--- src/rtl/lc3_arith_pkg.sv ---
// rtl/lc3_arith_pkg.sv - shared FSM encoding and sizing helpers for the chunked adder
package lc3_arith_pkg;

    typedef enum logic [1:0] {
        IDLE = 2'd0,
        BUSY = 2'd1,
        DONE = 2'd2
    } state_t;

    function automatic int num_chunks(input int width, input int chunk);
        return width / chunk;
    endfunction

    // A single-chunk build still needs a 1-bit counter to keep the datapath uniform.
    function automatic int cnt_width(input int nchunk);
        return (nchunk > 1) ? $clog2(nchunk) : 1;
    endfunction

    function automatic bit chunk_ok(input int width, input int chunk);
        return (chunk > 0) && (width % chunk == 0);
    endfunction

endpackage

--- src/rtl/add_chunk.sv ---
// rtl/add_chunk.sv - combinational CHUNK-bit ripple adder built from full_adder cells
module add_chunk #(
    parameter int CHUNK = 4
) (
    input  logic             cyi,
    input  logic [CHUNK-1:0] op_a,
    input  logic [CHUNK-1:0] op_b,
    output logic [CHUNK-1:0] sum,
    output logic             cyo,
    output logic             msb_cyi
);
    logic [CHUNK:0] c;

    assign c[0] = cyi;

    for (genvar i = 0; i < CHUNK; i++) begin : g_bit
        full_adder u_fa (
            .a  (op_a[i]),
            .b  (op_b[i]),
            .ci (c[i]),
            .s  (sum[i]),
            .co (c[i+1])
        );
    end

    assign cyo     = c[CHUNK];
    assign msb_cyi = c[CHUNK-1];
endmodule

--- src/rtl/full_adder.sv ---
// rtl/full_adder.sv - one-bit full adder cell
module full_adder (
    input  logic a,
    input  logic b,
    input  logic ci,
    output logic s,
    output logic co
);
    assign s  = a ^ b ^ ci;
    assign co = (a & b) | (ci & (a ^ b));
endmodule

--- src/rtl/addn_seq.sv ---
// rtl/addn_seq.sv - multi-cycle WIDTH-bit add/subtract, CHUNK bits per cycle, with N/Z/C/V flags
module addn_seq
    import lc3_arith_pkg::*;
#(
    parameter int WIDTH = 16,
    parameter int CHUNK = 4
) (
    input  logic             clk,
    input  logic             rst,
    input  logic             in_valid,
    output logic             in_ready,
    input  logic [WIDTH-1:0] op_a,
    input  logic [WIDTH-1:0] op_b,
    input  logic             cyi,
    input  logic             sub,
    output logic             out_valid,
    input  logic             out_ready,
    output logic [WIDTH-1:0] sum,
    output logic             cyo,
    output logic             ovf,
    output logic             neg,
    output logic             zero
);
    localparam int NCHUNK = num_chunks(WIDTH, CHUNK);
    localparam int CNT_W  = cnt_width(NCHUNK);

    if (!chunk_ok(WIDTH, CHUNK)) begin : g_bad_chunk
        $error("addn_seq: WIDTH must be a non-zero multiple of CHUNK");
    end

    state_t             state;
    logic [CNT_W-1:0]   cnt;
    logic [WIDTH-1:0]   a_q;
    logic [WIDTH-1:0]   b_q;
    logic               carry_q;

    logic [CHUNK-1:0]   ca;
    logic [CHUNK-1:0]   cb;
    logic [CHUNK-1:0]   cs;
    logic               c_out;
    logic               c_msb;
    logic [WIDTH-1:0]   sum_next;
    logic               last;

    always_comb begin
        ca = '0;
        cb = '0;
        for (int i = 0; i < NCHUNK; i++) begin
            if (cnt == CNT_W'(i)) begin
                ca = a_q[i*CHUNK +: CHUNK];
                cb = b_q[i*CHUNK +: CHUNK];
            end
        end
    end

    add_chunk #(.CHUNK(CHUNK)) u_add_chunk (
        .cyi     (carry_q),
        .op_a    (ca),
        .op_b    (cb),
        .sum     (cs),
        .cyo     (c_out),
        .msb_cyi (c_msb)
    );

    always_comb begin
        sum_next = sum;
        for (int i = 0; i < NCHUNK; i++) begin
            if (cnt == CNT_W'(i)) begin
                sum_next[i*CHUNK +: CHUNK] = cs;
            end
        end
    end

    assign last      = (cnt == CNT_W'(NCHUNK - 1));
    assign in_ready  = (state == IDLE);
    assign out_valid = (state == DONE);

    always_ff @(posedge clk) begin
        if (rst) begin
            state   <= IDLE;
            cnt     <= '0;
            a_q     <= '0;
            b_q     <= '0;
            carry_q <= 1'b0;
            sum     <= '0;
            cyo     <= 1'b0;
            ovf     <= 1'b0;
            neg     <= 1'b0;
            zero    <= 1'b0;
        end else begin
            case (state)
                IDLE: begin
                    if (in_valid) begin
                        a_q     <= op_a;
                        b_q     <= sub ? ~op_b : op_b;
                        carry_q <= sub ? ~cyi : cyi;
                        cnt     <= '0;
                        state   <= BUSY;
                    end
                end
                BUSY: begin
                    sum     <= sum_next;
                    carry_q <= c_out;
                    cnt     <= cnt + CNT_W'(1);
                    if (last) begin
                        cyo   <= c_out;
                        // Carry into vs. out of the MSB differ exactly when the sign overflows.
                        ovf   <= c_msb ^ c_out;
                        neg   <= sum_next[WIDTH-1];
                        zero  <= (sum_next == '0);
                        cnt   <= '0;
                        state <= DONE;
                    end
                end
                DONE: begin
                    if (out_ready) begin
                        state <= IDLE;
                    end
                end
                default: state <= IDLE;
            endcase
        end
    end
endmodule

--- config.mk ---
export PLATFORM = sky130hd
export DESIGN_NAME = addn_seq
export DESIGN_NICKNAME = d
export VERILOG_FILES = /design/src/rtl/lc3_arith_pkg.sv /design/src/rtl/add_chunk.sv /design/src/rtl/full_adder.sv /design/src/rtl/addn_seq.sv
export SDC_FILE = /design/constraint.sdc
export NUM_CORES = 1
export LEC_CHECK = 0
export CORE_MARGIN = 2
export CORE_UTILIZATION = 45
export CTS_CLUSTER_DIAMETER = 30
export CTS_CLUSTER_SIZE = 30
export DETAILED_ROUTE_END_ITERATION = 8
export DONT_BUFFER_PORTS = 1
export PLACE_DENSITY = 0.58
export SYNTH_ARGS = -nofsm -noshare
export SYNTH_HDL_FRONTEND = slang
export SYNTH_HIERARCHICAL = 1
export SYNTH_SLANG_ARGS = --single-unit
--- constraint.sdc ---
create_clock -name clk -period 5.07 [get_ports clk]
set_clock_uncertainty 0.1 [all_clocks]
set_input_delay 1.014 -clock clk [delete_from_list [all_inputs] [get_ports clk]]
set_output_delay 1.014 -clock clk [all_outputs]
set_load 0.01 [all_outputs]
==> flow_metrics.env <==
export IMPL_routed_wl_um=5850
export IMPL_clock_latency_ns=0.34
export IMPL_grt_antenna_before_repair=0
export IMPL_hold_class="register to register"
export IMPL_holdBufCountCts=0
export IMPL_drt_iter0_markers=118
export IMPL_worst_ep_arrival_time_ns=4.59
export IMPL_async_flop_share_pct=0
export IMPL_htreeDepth=3
export IMPL_yosysTopAreaCell="dfxtp_1"
export IMPL_endpoint_kind="register"
export IMPL_initial_core_util_pct=46.5
export IMPL_io_pins=60
export IMPL_grt_use_total_pct=18.6
export IMPL_hold_viol=0
export IMPL_dieArea_um2=6730
export IMPL_layout_drive_gt1_share_pct=10.7
export IMPL_whs_ns=0.358
export IMPL_post_route_drc_count=0
export IMPL_setup_violations=0
export IMPL_dp_cells=378
export IMPL_clk_pin_slew_ns=0.07
export IMPL_p_per_area_nw_per_um2=389
export IMPL_syn_nets=374
export IMPL_crit_fanout=21
export IMPL_synth_cells=327
export IMPL_cap_violations=0
export IMPL_nNetsFinal=361
export IMPL_path_class="register to register"
export IMPL_p_leak_nw=1.05
export IMPL_cp_start_kind="register"
export IMPL_gp_congestion=0.823
export IMPL_die_h_um=82.0
export IMPL_rsz0062_at_grt="false"
export IMPL_area_growth_pct=8.04
export IMPL_place_area_um2=2720
export IMPL_status="finished, final reports clean"
export IMPL_grt_start_max_net_pins=59
export IMPL_yosysTopAreaCellShare_pct=41.7
export IMPL_yosys_warnings=6
export IMPL_firstDrtPassIters=4
export IMPL_cts_buffers=9
export IMPL_gr_total_overflow=0
export IMPL_syn_area_per_cell_um2=8.38
export IMPL_cts_setup_buffers=0
export IMPL_fin_ws_ns=0.660
export IMPL_min_period_ns=4.41
export IMPL_grt_pass1_wl_um=9330
export IMPL_n_antenna_cell=0
export IMPL_placement_rows=28
export IMPL_finalSetupTns_ns=0
export IMPL_vias_per_cell=5.28
export IMPL_cts_tree="done"
export IMPL_fin_crit_sh_pct=87.0
export IMPL_final_cells=394
export IMPL_ys_seq_area_share_pct=41.7
export IMPL_core_area_um2=5890
export IMPL_synth_flop_cell="dfxtp_1"
export IMPL_die_x_um=82.0
export IMPL_grt_pass1_vias=1873
export IMPL_yosys_top_cells_count="69 x nand2_1, 57 x dfxtp_1, 47 x a21oi_1"
export IMPL_cts_resized=0
export IMPL_post_synth_top_count_cell="nand2_1"
export IMPL_crit_required_ns=5.25
export IMPL_cts_max_path_buffers=2
export IMPL_synth_seq_cells=57
export IMPL_synth_area_leaders="dfxtp_1 42%, nand2_1 9.5%, a21oi_1 8.6%"
export IMPL_dpl_worst_slack_ns=0.694
export IMPL_dp_hpwl_um=4030
export IMPL_tightest_slew_ns=1.00
export IMPL_fmax_mhz=227
export IMPL_fin_util_pct=50.3
export IMPL_ys_types=30
export IMPL_finalPower_mw=1.15
export IMPL_synth_edf_count=0
export IMPL_max_slew_margin_rel_pct=33.1
export IMPL_vias=2080
export IMPL_peakVddDrop_v=0.000176
export IMPL_design_area_um2=2960
export IMPL_slew_viol_final=0
export IMPL_clkSinkCount=57
export IMPL_wire_per_inst_um=14.9
export IMPL_synth_area_um2=2740
export IMPL_postRouteAntennaNets=0
export IMPL_root_buffer="clkbuf_8"
export IMPL_portBuffers=0
-- state kept, by name, summed over array words and instances, names as in the netlist --
register	flops
sum	16
neg	1
carry_q	1
ovf	1
cyo	1
zero	1
state	2
a_q	16
b_q	16
cnt	2
-- routing by layer --
| metal | share of wire, % | wire length (µm) | GRT usage, % |
|---|---|---|---|
| met5 | 0 | 0 | 0 |
| met4 | 1.5 | 90 | 8.50 |
| met3 | 6.7 | 392 | 5.82 |
| met2 | 43 | 2500 | 26.5 |
| met1 | 49 | 2870 | 25.6 |
-- area by class of cell --
cell class              instances  area (µm²)
clock buffers                   9         124
well taps                      75        93.8
multi-input cells             244        1470
flip-flops and latches         57        1140
clock inverters                 7         119
inverters                       2        7.51
fillers                       585        2930
-- critical path: stages, from the launching register on --
cell and delay, ns:
dfxtp_1 0.34, inv_1 0.11, ha_1 0.56, nand3b_1 0.19
a21oi_1 0.07, a21oi_1 0.14, o21ai_0 0.13, fa_1 0.47
fa_1 0.40, fa_1 0.43, fa_1 0.56, nor2_2 0.14
a21oi_1 0.07, or4_1 0.52, o21ai_1 0.13
-- worst paths after layout --
kind,start,slack (ns),depth (start not counted),endpoint
setup / recovery,cnt[1]$_SDFFE_PP0P_,0.66,14,zero$_SDFFE_PP0P_
hold reg to reg,a_q[1]$_SDFFE_PP0P_,0.36,2,a_q[1]$_SDFFE_PP0P_
hold / removal,a_q[1]$_SDFFE_PP0P_,0.36,2,a_q[1]$_SDFFE_PP0P_
setup reg to reg,cnt[1]$_SDFFE_PP0P_,0.66,14,zero$_SDFFE_PP0P_
-- cell usage in the layout (no fill, tap or decap), drive strengths merged --
cell,netlist,final
a211oi,17,17
a21oi,47,47
a22oi,1,1
a31oi,1,1
and2,2,2
bufinv,0,3
clkbuf,9,9
clkinv,0,2
clkinvlp,0,2
dfxtp,57,57
fa,4,4
ha,5,5
inv,2,2
mux2i,10,10
nand2,69,69
nand2b,3,3
nand3,6,6
nand3b,9,9
nand4b,1,1
nor2,34,34
nor2b,2,2
nor3,4,4
o2111ai,1,1
o21ai,9,9
or4,1,1
xnor2,17,17
xor2,1,1
-- power breakdown --
part	switching (mW)	internal [mW]	total, mW	leakage [nW]
Clock	0.187	0.326	0.512	0.115
Sequential	0.0190	0.473	0.492	0.466
Combinational	0.0844	0.0607	0.145	0.472
Total	0.290	0.860	1.15	1.05
-- cells by family (layout without fill, tap and decap cells) --
family | count (synthesis) | after routing | share of synthesized area (%)
buffers and inverters | 26 | 18 | 4.57
AND/OR/NAND/NOR | 131 | 131 | 20.9
multiplexers | 10 | 10 | 3.65
AO/OA/AOI/OAI | 76 | 76 | 18.3
flip-flops | 57 | 57 | 41.7
XOR/XNOR | 18 | 18 | 5.76
adder cells (fa/ha/maj) | 9 | 9 | 5.21
Note: power is estimated with default switching activity, not from simulation.
